**src/rtl/dram_arb_pkg.sv**
```systemverilog
// Shared types and default sizes for the DRAM port arbiter.
// The block typedef is one cache line, as carried on every port.
package dram_arb_pkg;

    localparam int DRAM_ADDRESS_SIZE = 24;
    localparam int DRAM_WORD_SIZE    = 32;
    localparam int DRAM_BLOCK_SIZE   = 8;

    typedef enum logic [1:0] {
        ARB_IDLE,
        ARB_GRANT1,
        ARB_GRANT2,
        ARB_DONE
    } arb_state_t;

    typedef enum logic {
        PORT1,
        PORT2
    } port_id_t;

    typedef logic [DRAM_WORD_SIZE-1:0] dram_block_t [DRAM_BLOCK_SIZE];

endpackage

```
**src/rtl/dram_arb_watchdog.sv**
```systemverilog
// Saturating transfer watchdog. The count reaches TIMEOUT_CYCLES-1 on the
// last tolerated GRANT cycle, and expired registers one edge later.
module dram_arb_watchdog #(
    parameter int TIMEOUT_CYCLES = 1024
) (
    input  logic clock,
    input  logic reset,
    input  logic clear,
    input  logic enable,
    output logic expired
);

    localparam int               CNT_W = $clog2(TIMEOUT_CYCLES);
    localparam logic [CNT_W-1:0] LAST  = CNT_W'(TIMEOUT_CYCLES - 1);

    logic [CNT_W-1:0] count_q, count_d;
    logic             expired_q, expired_d;

    always_comb begin
        count_d   = count_q;
        expired_d = expired_q;
        if (clear) begin
            count_d   = '0;
            expired_d = 1'b0;
        end else if (enable) begin
            expired_d = expired_q || (count_q == LAST);
            if (count_q != LAST) begin
                count_d = count_q + 1'b1;
            end
        end
    end

    always_ff @(posedge clock or negedge reset) begin
        if (!reset) begin
            count_q   <= '0;
            expired_q <= 1'b0;
        end else begin
            count_q   <= count_d;
            expired_q <= expired_d;
        end
    end

    assign expired = expired_q;

endmodule

```
**src/rtl/dram_port_arbiter.sv**
```systemverilog
// Round-robin sequencer of the single DRAM block port between the icache
// refill port (p1, read-only) and the dcache refill/writeback port (p2).
module dram_port_arbiter
    import dram_arb_pkg::*;
#(
    parameter int ADDR_W         = DRAM_ADDRESS_SIZE,
    parameter int WORD_W         = DRAM_WORD_SIZE,
    parameter int BLOCK_WORDS    = DRAM_BLOCK_SIZE,
    parameter int TIMEOUT_CYCLES = 1024
) (
    input  logic              clock,
    input  logic              reset,
    input  logic              p1_request,
    input  logic [ADDR_W-1:0] p1_address,
    output logic [WORD_W-1:0] p1_read_data [BLOCK_WORDS],
    output logic              p1_acknowledge,
    input  logic              p2_request,
    input  logic [ADDR_W-1:0] p2_address,
    input  logic              p2_we,
    input  logic [WORD_W-1:0] p2_write_data [BLOCK_WORDS],
    output logic [WORD_W-1:0] p2_read_data [BLOCK_WORDS],
    output logic              p2_acknowledge,
    output logic              mem_request,
    output logic [ADDR_W-1:0] mem_address,
    output logic              mem_we,
    output logic [WORD_W-1:0] mem_write_data [BLOCK_WORDS],
    input  logic [WORD_W-1:0] mem_read_data [BLOCK_WORDS],
    input  logic              mem_acknowledge,
    output logic              busy,
    output logic              timeout_error
);

    arb_state_t        state_q, state_d;
    port_id_t          last_grant_q, last_grant_d;
    logic              mem_request_q, mem_request_d;
    logic              mem_we_q, mem_we_d;
    logic [ADDR_W-1:0] mem_address_q, mem_address_d;
    logic [WORD_W-1:0] mem_write_data_q [BLOCK_WORDS];
    logic [WORD_W-1:0] mem_write_data_d [BLOCK_WORDS];
    logic [WORD_W-1:0] p1_read_data_q [BLOCK_WORDS];
    logic [WORD_W-1:0] p1_read_data_d [BLOCK_WORDS];
    logic [WORD_W-1:0] p2_read_data_q [BLOCK_WORDS];
    logic [WORD_W-1:0] p2_read_data_d [BLOCK_WORDS];
    logic              p1_ack_q, p1_ack_d;
    logic              p2_ack_q, p2_ack_d;
    logic              busy_q, busy_d;
    logic              timeout_error_q, timeout_error_d;
    logic              wd_clear, wd_enable, wd_expired;

    assign wd_enable = (state_q == ARB_GRANT1) || (state_q == ARB_GRANT2);

    dram_arb_watchdog #(
        .TIMEOUT_CYCLES(TIMEOUT_CYCLES)
    ) u_watchdog (
        .clock  (clock),
        .reset  (reset),
        .clear  (wd_clear),
        .enable (wd_enable),
        .expired(wd_expired)
    );

    always_comb begin
        state_d          = state_q;
        last_grant_d     = last_grant_q;
        mem_we_d         = mem_we_q;
        mem_address_d    = mem_address_q;
        mem_write_data_d = mem_write_data_q;
        p1_read_data_d   = p1_read_data_q;
        p2_read_data_d   = p2_read_data_q;
        timeout_error_d  = timeout_error_q;
        wd_clear         = 1'b0;

        case (state_q)
            ARB_IDLE: begin
                // On a tie the port that did not win last time goes next.
                if (p2_request && (!p1_request || last_grant_q == PORT1)) begin
                    state_d          = ARB_GRANT2;
                    last_grant_d     = PORT2;
                    mem_address_d    = p2_address;
                    mem_we_d         = p2_we;
                    mem_write_data_d = p2_write_data;
                    wd_clear         = 1'b1;
                end else if (p1_request) begin
                    state_d       = ARB_GRANT1;
                    last_grant_d  = PORT1;
                    mem_address_d = p1_address;
                    mem_we_d      = 1'b0;
                    wd_clear      = 1'b1;
                end
            end
            ARB_GRANT1, ARB_GRANT2: begin
                // A late ack beats the watchdog expiring on the same edge.
                if (mem_acknowledge) begin
                    state_d = ARB_DONE;
                    if (state_q == ARB_GRANT1) begin
                        p1_read_data_d = mem_read_data;
                    end else if (!mem_we_q) begin
                        p2_read_data_d = mem_read_data;
                    end
                end else if (wd_expired) begin
                    state_d         = ARB_DONE;
                    timeout_error_d = 1'b1;
                end
            end
            ARB_DONE: state_d = ARB_IDLE;
            default:  state_d = ARB_IDLE;
        endcase

        mem_request_d = (state_d == ARB_GRANT1) || (state_d == ARB_GRANT2);
        busy_d        = (state_d != ARB_IDLE);
        p1_ack_d      = (state_d == ARB_DONE) && (state_q == ARB_GRANT1);
        p2_ack_d      = (state_d == ARB_DONE) && (state_q == ARB_GRANT2);
    end

    always_ff @(posedge clock or negedge reset) begin
        if (!reset) begin
            state_q          <= ARB_IDLE;
            last_grant_q     <= PORT1;
            mem_request_q    <= 1'b0;
            mem_we_q         <= 1'b0;
            mem_address_q    <= '0;
            mem_write_data_q <= '{default: '0};
            p1_read_data_q   <= '{default: '0};
            p2_read_data_q   <= '{default: '0};
            p1_ack_q         <= 1'b0;
            p2_ack_q         <= 1'b0;
            busy_q           <= 1'b0;
            timeout_error_q  <= 1'b0;
        end else begin
            state_q          <= state_d;
            last_grant_q     <= last_grant_d;
            mem_request_q    <= mem_request_d;
            mem_we_q         <= mem_we_d;
            mem_address_q    <= mem_address_d;
            mem_write_data_q <= mem_write_data_d;
            p1_read_data_q   <= p1_read_data_d;
            p2_read_data_q   <= p2_read_data_d;
            p1_ack_q         <= p1_ack_d;
            p2_ack_q         <= p2_ack_d;
            busy_q           <= busy_d;
            timeout_error_q  <= timeout_error_d;
        end
    end

    assign mem_request    = mem_request_q;
    assign mem_we         = mem_we_q;
    assign mem_address    = mem_address_q;
    assign mem_write_data = mem_write_data_q;
    assign p1_read_data   = p1_read_data_q;
    assign p2_read_data   = p2_read_data_q;
    assign p1_acknowledge = p1_ack_q;
    assign p2_acknowledge = p2_ack_q;
    assign busy           = busy_q;
    assign timeout_error  = timeout_error_q;

endmodule

```
**config.mk**
```make
export PLATFORM = sky130hd
export DESIGN_NAME = dram_port_arbiter
export DESIGN_NICKNAME = d
export VERILOG_FILES = /design/src/rtl/dram_arb_pkg.sv /design/src/rtl/dram_arb_watchdog.sv /design/src/rtl/dram_port_arbiter.sv
export SDC_FILE = /design/constraint.sdc
export NUM_CORES = 1
export LEC_CHECK = 0
export CAP_MARGIN = 30
export CORE_AREA = 8 8 528 530
export DETAILED_ROUTE_END_ITERATION = 7
export DIE_AREA = 0 0 536 538
export PLACE_DENSITY = 0.3
export REMOVE_ABC_BUFFERS = 1
export SETUP_SLACK_MARGIN = 0.3
export SLEW_MARGIN = 10
export SYNTH_ARGS = -nofsm -noshare
export SYNTH_HDL_FRONTEND = slang
export SYNTH_HIERARCHICAL = 1
export SYNTH_SLANG_ARGS = --single-unit
```
**constraint.sdc**
```tcl
create_clock -name clock -period 3.1 [get_ports clock]
set_clock_uncertainty 0.15 [all_clocks]
set_input_delay 0.465 -clock clock [delete_from_list [all_inputs] [get_ports clock]]
set_output_delay 0.465 -clock clock [all_outputs]
set_load 0.01 [all_outputs]
```
======== Word-level counts from Yosys, hierarchy flattened ========
Cells that the tools add are included.
word-level totals
  bits in registers ....................... 812
  output and inout bits ................... 798
  logic and storage cells ................. 86
cells by class
  muxes and demuxes ....................... 18
  bitwise gates (word level) .............. 4
  reduce and logical (&&, ||, !) cells .... 20
  eq/ne operators ......................... 8
  add/sub/neg operators ................... 1
operator list
  cell                                            count
  two-way mux 24 bit                              2
  two-way mux 10 bit                              3
  adder 10 x 1 -> 10 bit (second input constant)  1
  == test 10 bit (second input constant)          1
  inequality test 10 bit (second input constant)  1
  == test 2 bit (second input constant)           4
  two-way mux 1 bit                               8
  two-way mux 2 bit                               4
  nonzero test 2 bit                              4
  case mux 2 bit (3 select lines)                 1
  AND reduction 2 bit                             3
  AND reduction 3 bit                             2
  == test 2 x 1 -> 1 bit (second input constant)  2
  logical OR 1 bit                                4
  inverter 1 bit                                  4
  AND reduction 4 bit                             1
  logical AND 1 bit                               3
  zero test 2 bit                                 1
  OR reduction 2 bit                              1
  zero test 1 bit                                 1

======== Depth between registers and ports, before layout ========
Gate-level depths: netlist (run 1).
  depth in word-level cells ............... 7
  depth in mapped cells ................... 9

======== By module ========
The synthesis (run 1) kept the hierarchy.
modules (own cells, without submodules)
  module             area each (µm²)  sequential area each (µm²)  cells an instance  instances
  dram_port_arbiter  30066.3          20044.2                     1768               1
  dram_arb_watchdog  669.4            275.3                       70                 1

======== Worst setup path before layout (run 1) ========
OpenSTA, ideal clock, no wires.
  kind .................................... register to register
  start point ............................. register state_q[0]
  end point ............................... register p2_read_data_q (netlist bit p2_read_data[214])
  path slack .............................. 924 ps
  period minus slack after synthesis ...... 2176 ps
  path buffers ............................ 2
  arrival ................................. 1901 ps
  cell stages (with the launch flop) ...... 8
  cells stage by stage .................... dfrtp_1 inv_1 ha_1 nand2_1 nor3_1 buf_2 buf_4 mux2_2
between the ends
  word-level cells in the longest chain between the ends .. 3
  elaborated cells on any way between the ends .. 5
  classes of those cells .................. eq/ne: 2; bitwise: 1; reduce/logical: 2
RTL lines
  element                                                  line                                              RTL
  start, declared                                          dram_port_arbiter.sv:33                           arb_state_t state_q, state_d;
  start signal, assigned                                   dram_port_arbiter.sv:130                          state_q <= state_d;
  == test 2 x 1 -> 1 bit or == test 2 bit (tied branches)  dram_port_arbiter.sv:73, dram_port_arbiter.sv:95
  OR reduction 2 bit or inverter 1 bit (tied branches)     --
  AND reduction 4 bit (no source line) (*)                 --
  end signal, assigned                                     dram_port_arbiter.sv:137                          p2_read_data_q <= p2_read_data_d;
  end, declared                                            dram_port_arbiter.sv:42                           logic [WORD_W-1:0] p2_read_data_q [BLOCK_WORDS];
Every way passes the cells marked *; elsewhere a longest branch is shown, timed or not.
A chain may end at the register's enable or synchronous reset.

======== Worst setup path in the final report (run 1) ========
  start point ............................. register p1_read_data_q (netlist bit p1_read_data[52])
  end point ............................... output p1_read_data[52] in the netlist's numbering
RTL lines
  element                 line                      RTL
  start, declared         dram_port_arbiter.sv:40   logic [WORD_W-1:0] p1_read_data_q [BLOCK_WORDS];
  start signal, assigned  dram_port_arbiter.sv:136  p1_read_data_q <= p1_read_data_d;
  end, declared           dram_port_arbiter.sv:15   output logic [WORD_W-1:0] p1_read_data [BLOCK_WORDS],
No word-level cell between the ends.

==> results.txt, run 1 <==
----------------------------------------------------
[Drt]
  Drt first-iter violations ... 593
  Number of optimization iterations in the first detailed-route pass ... 4
  DRT Wirelength ... 178000 microns
  Via count ... 22100
  Antenna Violating Nets Remaining ... 0
  Count of unresolved DRC violations after routing ... 0
  Wire per inst ... 25.4 microns
  Routed vias/inst ... 3.14

[Critical path]
  Critical path fanouts, max ... 2
  Startpoint of the worst-slack reg-to-reg timing path ... state_q[0]
  Worst EP arrival ... 1.92 ns
  Origin of the worst setup path ... p1_read_data[52]
  Setup slack of the most critical reg-to-reg path ... 0.58 ns
  CP Capture Point ... p1_read_data[52]
  Critical Setup Path Class ... flip-flop to output port
  Stage delay of the slowest cell on the critical path ... 0.67 ns
  Slowest cell on crit path ... sky130_fd_sc_hd__clkdlybuf4s50_1
  R2R Path End ... p2_read_data[212]
  WP data required ... 2.48 ns
  CP Capture Type ... output port
  Launching element type of the critical path ... flip-flop
  CP Cell Sequence ... clkdlybuf4s50_1
  Instance count on the critical path ... 1
  Length in cells of the worst reg-to-reg path ... 7
  Buffers & Inverters on Critical Path ... 1
  Cell type group with the largest total delay on the critical path ... buffers and inverters

[STA]
  Final Hold Fails ... 0
  Final Slew Violations ... 0
  Post-route worst hold slack ... 0.166 ns
  Timing-limited maximum frequency ... 0.395 GHz
  Total of endpoints with negative setup slack in the final report ... 0
  Unrepaired setup endpoints after global routing ... false
  Actual transition at the worst max-transition pin ... 0.666 ns
  Max-Slew Margin vs Limit ... 55.6%
  Tcrit/Tclk final ... 81.7%
  Total negative slack for setup checks ... 0 ns
  Minimum clock period ... 2.53 ns

[Place]
  Half-perimeter wire length after placement ... 147000 microns
  Final weighted congestion in routability-driven placement ... 0.756
  Total of buffers placed on input and output ports ... 1363

[Layout]
  Post-layout nets ... 3880
  Fraction of the core area covered by cells at the end of the flow ... 19.7%
  Share of post-route cells with drive strength above 1 ... 24.9%
  Area Overhead vs Synth ... 72.7%
  Commonest non-fill, non-tap cells in the layout ... sky130_fd_sc_hd__clkdlybuf4s50_1, sky130_fd_sc_hd__dfrtp_1, sky130_fd_sc_hd__mux2_2
  Most common library cell in the layout ignoring fill and taps ... sky130_fd_sc_hd__clkdlybuf4s50_1

[Clocking]
  Register clock-pin slew on the reported worst setup and hold paths ... 0.06 ns
  Clock tree from TritonCTS ... yes
  Buffer count from post-CTS setup fixing ... 0
  Max Root-Sink Buffers ... 3
  Total CTS buffers ... 111
  Later-pin clock latency in the skew report ... 0.73 ns
  Sink Count ... 812
  Htree depth ... 3
  Clock root buffer ... sky130_fd_sc_hd__clkbuf_16

[Die]
  # rows ... 191
  Die Footprint ... 288000 sq um
  Number of ports placed on the die boundary ... 1364
  Overall die width ... 536 microns
  Starting density of the core ... 11.4%
  DIE HEIGHT ... 538 microns
  Core Footprint ... 270000 sq um

[GRT]
  Total global-route track usage ... 11.9%
  Maximum number of pins on one net before global-route repair ... 106
  Number of antenna violations at the first check in global routing ... 125
  Wire length of the first global-routing pass ... 235000 microns
  Sum of overflow across all layers after global routing ... 0
  Number of global-route vias before repair ... 24600

[Power and ir drop]
  Sw frac ... 34.8%
  Sequential power share ... 32.0%
  Part of the power in the clock network ... 22.0%
  Net load switching power ... 0.0209 W
  Leakage dissipation ... 20.9 nW
  Cell-internal power ... 0.0392 W
  IR drop worst, VDD ... 0.475 mV
  Pwr dens ... 1130 nW/um^2
  Portion of total power attributed to combinational logic ... 46.0%

[Synth]
  Cell type with the highest aggregate area in the netlist ... sky130_fd_sc_hd__dfrtp_1
  Top cells by area in the synthesized netlist ... sky130_fd_sc_hd__dfrtp_1, sky130_fd_sc_hd__mux2_2, sky130_fd_sc_hd__mux2_1, sky130_fd_sc_hd__buf_6, sky130_fd_sc_hd__mux2i_1
  Unique cell type count in the Yosys netlist ... 45
  Most used flip-flop cell after synthesis ... sky130_fd_sc_hd__dfrtp_1
  Share of the synthesized area in the top cell type ... 66.1%
  Part of the Yosys area used for sequential elements ... 66.1%
  Fraction of synthesis flops using an asynchronous set or reset pin ... 100%
  Synthesis warning total ... 6
  Mean post-synth cell area ... 16.7 sq um
  EDFF count, synth ... 0
  Cells after synthesis ... 1838
  Summed instance area of the synthesized netlist ... 30700 sq um
  Seq cells post-synth ... 812

[Min path]
  Type of the worst min-delay path ... input port to flip-flop

[Outcome]
  Outcome ... finished clean

[Flow run]
  Number of max-cap violations ... 0

----------------------------------------------------
-- cell type report --
cell class / count / area (sq um)
fill: 29100 / 217000
sequential: 812 / 20300
timing repair buffer: 1453 / 14700
multi-input combinational: 923 / 9720
tap: 3570 / 4470
clock buffer: 168 / 3330
clock inverter: 33 / 427
antenna: 49 / 123
inverter: 7 / 26.3
-- cells by family (layout without fill, tap and decap cells) --
family                     Yosys count  after routing  share of synthesized area (%)
muxes                              794            794                           29.0
AOI/OAI and AO/OA                   50             50                           1.07
DFF                                812            812                           66.1
other                                0             49                              0
adders and majority gates            6              6                          0.244
buffers and inverters              103           1661                           2.34
and+or+nand+nor                     73             73                           1.24
-- layer usage --
metal  track usage, %  up-vias  wire length, microns
li1                 -     9571                     -
met1             11.6    11000                 60000
met2             20.9     1119                 88100
met3             7.73      307                 25600
met4             2.68       52                  4270
met5                0        -                   356
-- power groups by stage --
stage	Combinational (W)	Sequential (W)	Clock, W
after floorplan	0.00694	0.0208	0
after global placement	0.0285	0.0193	0
after detailed placement	0.0284	0.0195	0
after CTS	0.0285	0.0194	0.0140
after global routing	0.0297	0.0200	0.0143
final	0.0276	0.0192	0.0132
-- state kept, by name, indices dropped and copies added (netlist names), 2 cells and up --
register	cells
u_watchdog/count_q	10
mem_address	24
state_q	2
p1_read_data	256
p2_read_data	256
mem_write_data	256
-- per-stage QoR --
stage / std cells / setup slack [ns] / power (W) / instance area (sq um)
after floorplan: 1742 / -17.18 / 0.0277 / 30000
after global placement: 6764 / 0.332 / 0.0479 / 49200
after detailed placement: 6764 / 0.336 / 0.0479 / 49200
after CTS: 6966 / 0.362 / 0.0619 / 53000
after global routing: 6971 / 0.377 / 0.0641 / 53000
final: 7015 / 0.566 / 0.0601 / 53100
-- timing repair --
| item | 4_1_cts | 5_1_grt |
|---|---|---|
| endpoints found under the setup margin | 0 | 0 |
| hold buffers | 1 | 0 |
| gates resized for setup | 0 | 0 |
| hold endpoints to repair | 81 | 0 |
-- synth_stat cells, types with 2 or more instances --
cell / n
sky130_fd_sc_hd__dfrtp_1: 812
sky130_fd_sc_hd__mux2_2: 569
sky130_fd_sc_hd__mux2_1: 200
sky130_fd_sc_hd__buf_2: 36
sky130_fd_sc_hd__nand2_1: 30
sky130_fd_sc_hd__buf_6: 26
sky130_fd_sc_hd__o21ai_0: 25
sky130_fd_sc_hd__buf_4: 24
sky130_fd_sc_hd__mux2i_1: 24
sky130_fd_sc_hd__clkbuf_1: 9
sky130_fd_sc_hd__inv_1: 7
sky130_fd_sc_hd__ha_1: 6
sky130_fd_sc_hd__and2_1: 5
sky130_fd_sc_hd__nor2_1: 5
sky130_fd_sc_hd__nor2b_1: 5
sky130_fd_sc_hd__nor3_1: 5
sky130_fd_sc_hd__nand2b_1: 4
sky130_fd_sc_hd__o221ai_1: 4
sky130_fd_sc_hd__a211oi_1: 3
sky130_fd_sc_hd__a31oi_1: 3
sky130_fd_sc_hd__and3_1: 3
sky130_fd_sc_hd__nand3_1: 3
sky130_fd_sc_hd__nand3b_1: 3
sky130_fd_sc_hd__nand4_1: 3
sky130_fd_sc_hd__a311oi_1: 2
sky130_fd_sc_hd__a41oi_1: 2
sky130_fd_sc_hd__nor4_1: 2
-- worst min-delay path by stage --
stage	slack (ns)	to	cells after the start	from
6_report	0.17	mem_write_data[37]	2	p2_write_data[37]
5_1_grt	0.09	mem_write_data[37]	2	p2_write_data[37]
4_1_cts	0.03	mem_write_data[37]	2	p2_write_data[37]
3_5_place_dp	0.32	mem_address[21]	2	mem_address[21]
3_3_place_gp	0.31	timeout_error	1	timeout_error
2_1_floorplan	0.02	busy	0	reset
(Power assumes the default switching activity.)
==> run 2, diff against run 1 <==
Clock period 3.1 ns to 2.5 ns, I/O delays scaled along.
==> run 2 against run 1 <==
Combinational power increased by 34%. Sequential cell count unchanged. Total power increased by 27%. Non-clock buffer count increased by 249. Register-to-register slack got worse by 0.39 ns. Clock power increased by 20%. Cell count increased by 3.3%. Sequential share of layout area decreased by 3.3 points. Global-route usage increased by 0.36 points.
==> results.txt, run 2 (synthesis gave the netlist of run 1 again) <==
----------------------------------------------------
[Clocking]
  Later-pin clock latency in the skew report ... 0.73 ns (about the same)
  Htree depth ... 3 (unchanged)
  Total CTS buffers ... 111 (unchanged)
  Max Root-Sink Buffers ... 3 (unchanged)
  Register clock-pin slew on the reported worst setup and hold paths ... 0.06 ns (about the same)
  Clock tree from TritonCTS ... yes
  Sink Count ... 812 (unchanged)
  Clock root buffer ... sky130_fd_sc_hd__clkbuf_16

[Place]
  Final weighted congestion in routability-driven placement ... 0.738 (-2.4%)
  Total of buffers placed on input and output ports ... 1363 (unchanged)
  Placed Instance Area ... 49500 sq um (+0.71%)
  Half-perimeter wire length after placement ... 149000 microns (+1.1%)
  DP Cell Count ... 6793 (+0.43%)

[Critical path]
  Stage delay of the slowest cell on the critical path ... 0.40 ns (-0.27 ns)
  CP Cell Sequence ... inv_2, ha_4, nand2_4, nor3_4, buf_6, buf_12, buf_16, buf_12, buf_12, buf_16, mux2_4
  Launching element type of the critical path ... flip-flop
  Critical path fanouts, max ... 7 (+5)
  Worst EP arrival ... 2.73 ns (+0.81 ns)
  WP data required ... 2.93 ns (+0.45 ns)
  Slowest cell on crit path ... sky130_fd_sc_hd__dfrtp_1
  Critical Setup Path Class ... flip-flop to flip-flop
  Most frequent cell on the critical path ... sky130_fd_sc_hd__buf_12
  CP Capture Type ... flip-flop

[Drt]
  Antenna Violating Nets Remaining ... 0 (unchanged)
  Number of optimization iterations in the first detailed-route pass ... 4 (unchanged)
  Via count ... 23200 (+5.2%)
  DRT Wirelength ... 186000 microns (+4.2%)
  Routed vias/inst ... 3.20 (+1.8%)
  Drt first-iter violations ... 449 (-24%)
  Wire per inst ... 25.6 microns (+0.85%)
  Count of unresolved DRC violations after routing ... 0 (unchanged)

[STA]
  Minimum clock period ... 2.31 ns
  Final Slew Violations ... 0 (unchanged)
  Unrepaired setup endpoints after global routing ... true
  Final Hold Fails ... 0 (unchanged)
  Timing-limited maximum frequency ... 0.433 GHz
  Actual transition at the worst max-transition pin ... 0.619 ns (-0.0463 ns)
  Max-Slew Margin vs Limit ... 58.7% (+3.1 points)
  Post-route worst hold slack ... 0.117 ns (-0.0491 ns)
  Tcrit/Tclk final ... 92.3%
  Total of endpoints with negative setup slack in the final report ... 0 (unchanged)

[Layout]
  Area of all placed cells without fillers ... 58200 sq um (+9.6%)
  Most common library cell in the layout ignoring fill and taps ... sky130_fd_sc_hd__dfrtp_1
  Area Overhead vs Synth ... 89.3%
  Share of post-route cells with drive strength above 1 ... 26.0% (+1.1 points)
  Number of cells in the finished layout apart from fillers ... 7245 (+3.3%)
  Post-layout nets ... 4129 (+6.4%)
  Commonest non-fill, non-tap cells in the layout ... sky130_fd_sc_hd__dfrtp_1, sky130_fd_sc_hd__clkdlybuf4s50_1, sky130_fd_sc_hd__dlymetal6s2s_1

[GRT]
  Wire length of the first global-routing pass ... 243000 microns (+3.2%)
  Total global-route track usage ... 12.2% (+0.36 points)
  Sum of overflow across all layers after global routing ... 0 (unchanged)
  Maximum number of pins on one net before global-route repair ... 78 (-26%)
  Number of global-route vias before repair ... 25900 (+5.4%)
  Number of antenna violations at the first check in global routing ... 120 (-4.0%)

[Power and ir drop]
  Pwr dens ... 1320 nW/um^2 (+16%)
  Leakage dissipation ... 28.9 nW (+38%)
  IR drop worst, VDD ... 0.592 mV (+25%)

[Die]
  Overall die width ... 536 microns (unchanged)
  Core Footprint ... 270000 sq um (unchanged)
  Die Footprint ... 288000 sq um (unchanged)
  # rows ... 191 (unchanged)
  Number of ports placed on the die boundary ... 1364 (unchanged)
  DIE HEIGHT ... 538 microns (unchanged)
  Starting density of the core ... 11.4% (unchanged)

[Flow run]
  Number of max-cap violations ... 0 (unchanged)

[Min path]
  Type of the worst min-delay path ... input port to flip-flop

[Outcome]
  Outcome ... finished clean

----------------------------------------------------
run 2: path summary, 6_finish.rpt:
kind                                   start                  end  slack [ns]  cells past startpoint
max                               state_q[0]    p2_read_data[120]        0.19                     11
min                        p2_write_data[69]   mem_write_data[69]        0.12                      2
max reg2reg                       state_q[0]    p2_read_data[120]        0.19                     11
min reg2reg                  mem_address[19]      mem_address[19]        0.32                      2
max in group asynchronous              reset  mem_write_data[245]        1.34                      5
min in group asynchronous              reset    p1_read_data[240]        0.17                      3
run 2: worst max-delay path, delay by kind of cell, from the launching register on:
family,cells,cell delay (ns)
simple gates,2,0.17
buf+inv,7,0.83
mux,1,0.30
fa+ha+maj,1,0.28
flops,1,0.40
run 2: metal layers:
metal	wire length [microns]	GRT usage (%)	vias up	share of wire (%)
li1	-	-	10100	-
met1	62600	11.7	11600	34
met2	92000	21.6	1102	50
met3	26000	8.13	350	14
met4	4790	3.04	54	2.6
met5	348	0	-	0.19
run 2: final cells by class:
class	instances	area, sq um
multi-input cells	923	10600
inverters	7	26.3
well taps	3570	4470
clock inverters	23	299
clock buffers	170	3290
diodes	38	95.1
fillers	28800	212000
repair buffers	1702	19100
flip-flops and latches	812	20300
run 2: what timing repair did:
action	in CTS	in global routing
endpoints found under the hold margin	850	0
setup endpoints to repair	1126	862
pin swaps	2	3
hold buffers	170	0
gates resized for setup	428	717
setup buffers	25	3
gates cloned	18	5
run 2: through the flow:
step / setup TNS [ns] / setup slack, ns / total power (W) / util [%]
floorplan: -6114.92 / -17.78 / 0.0330 / -
global placement: -34.83 / -0.175 / 0.0597 / 18.4
detailed placement: -31.20 / -0.159 / 0.0597 / 18.4
CTS: 0 / 0.0920 / 0.0786 / 20.7
global route: 0 / 0.117 / 0.0816 / 21.5
finish: 0 / 0.192 / 0.0765 / 21.6
run 2: power breakdown:
group	internal, W	switching (W)
registers	0.0200	0.00368
clock network	0.00931	0.00658
logic	0.0201	0.0169
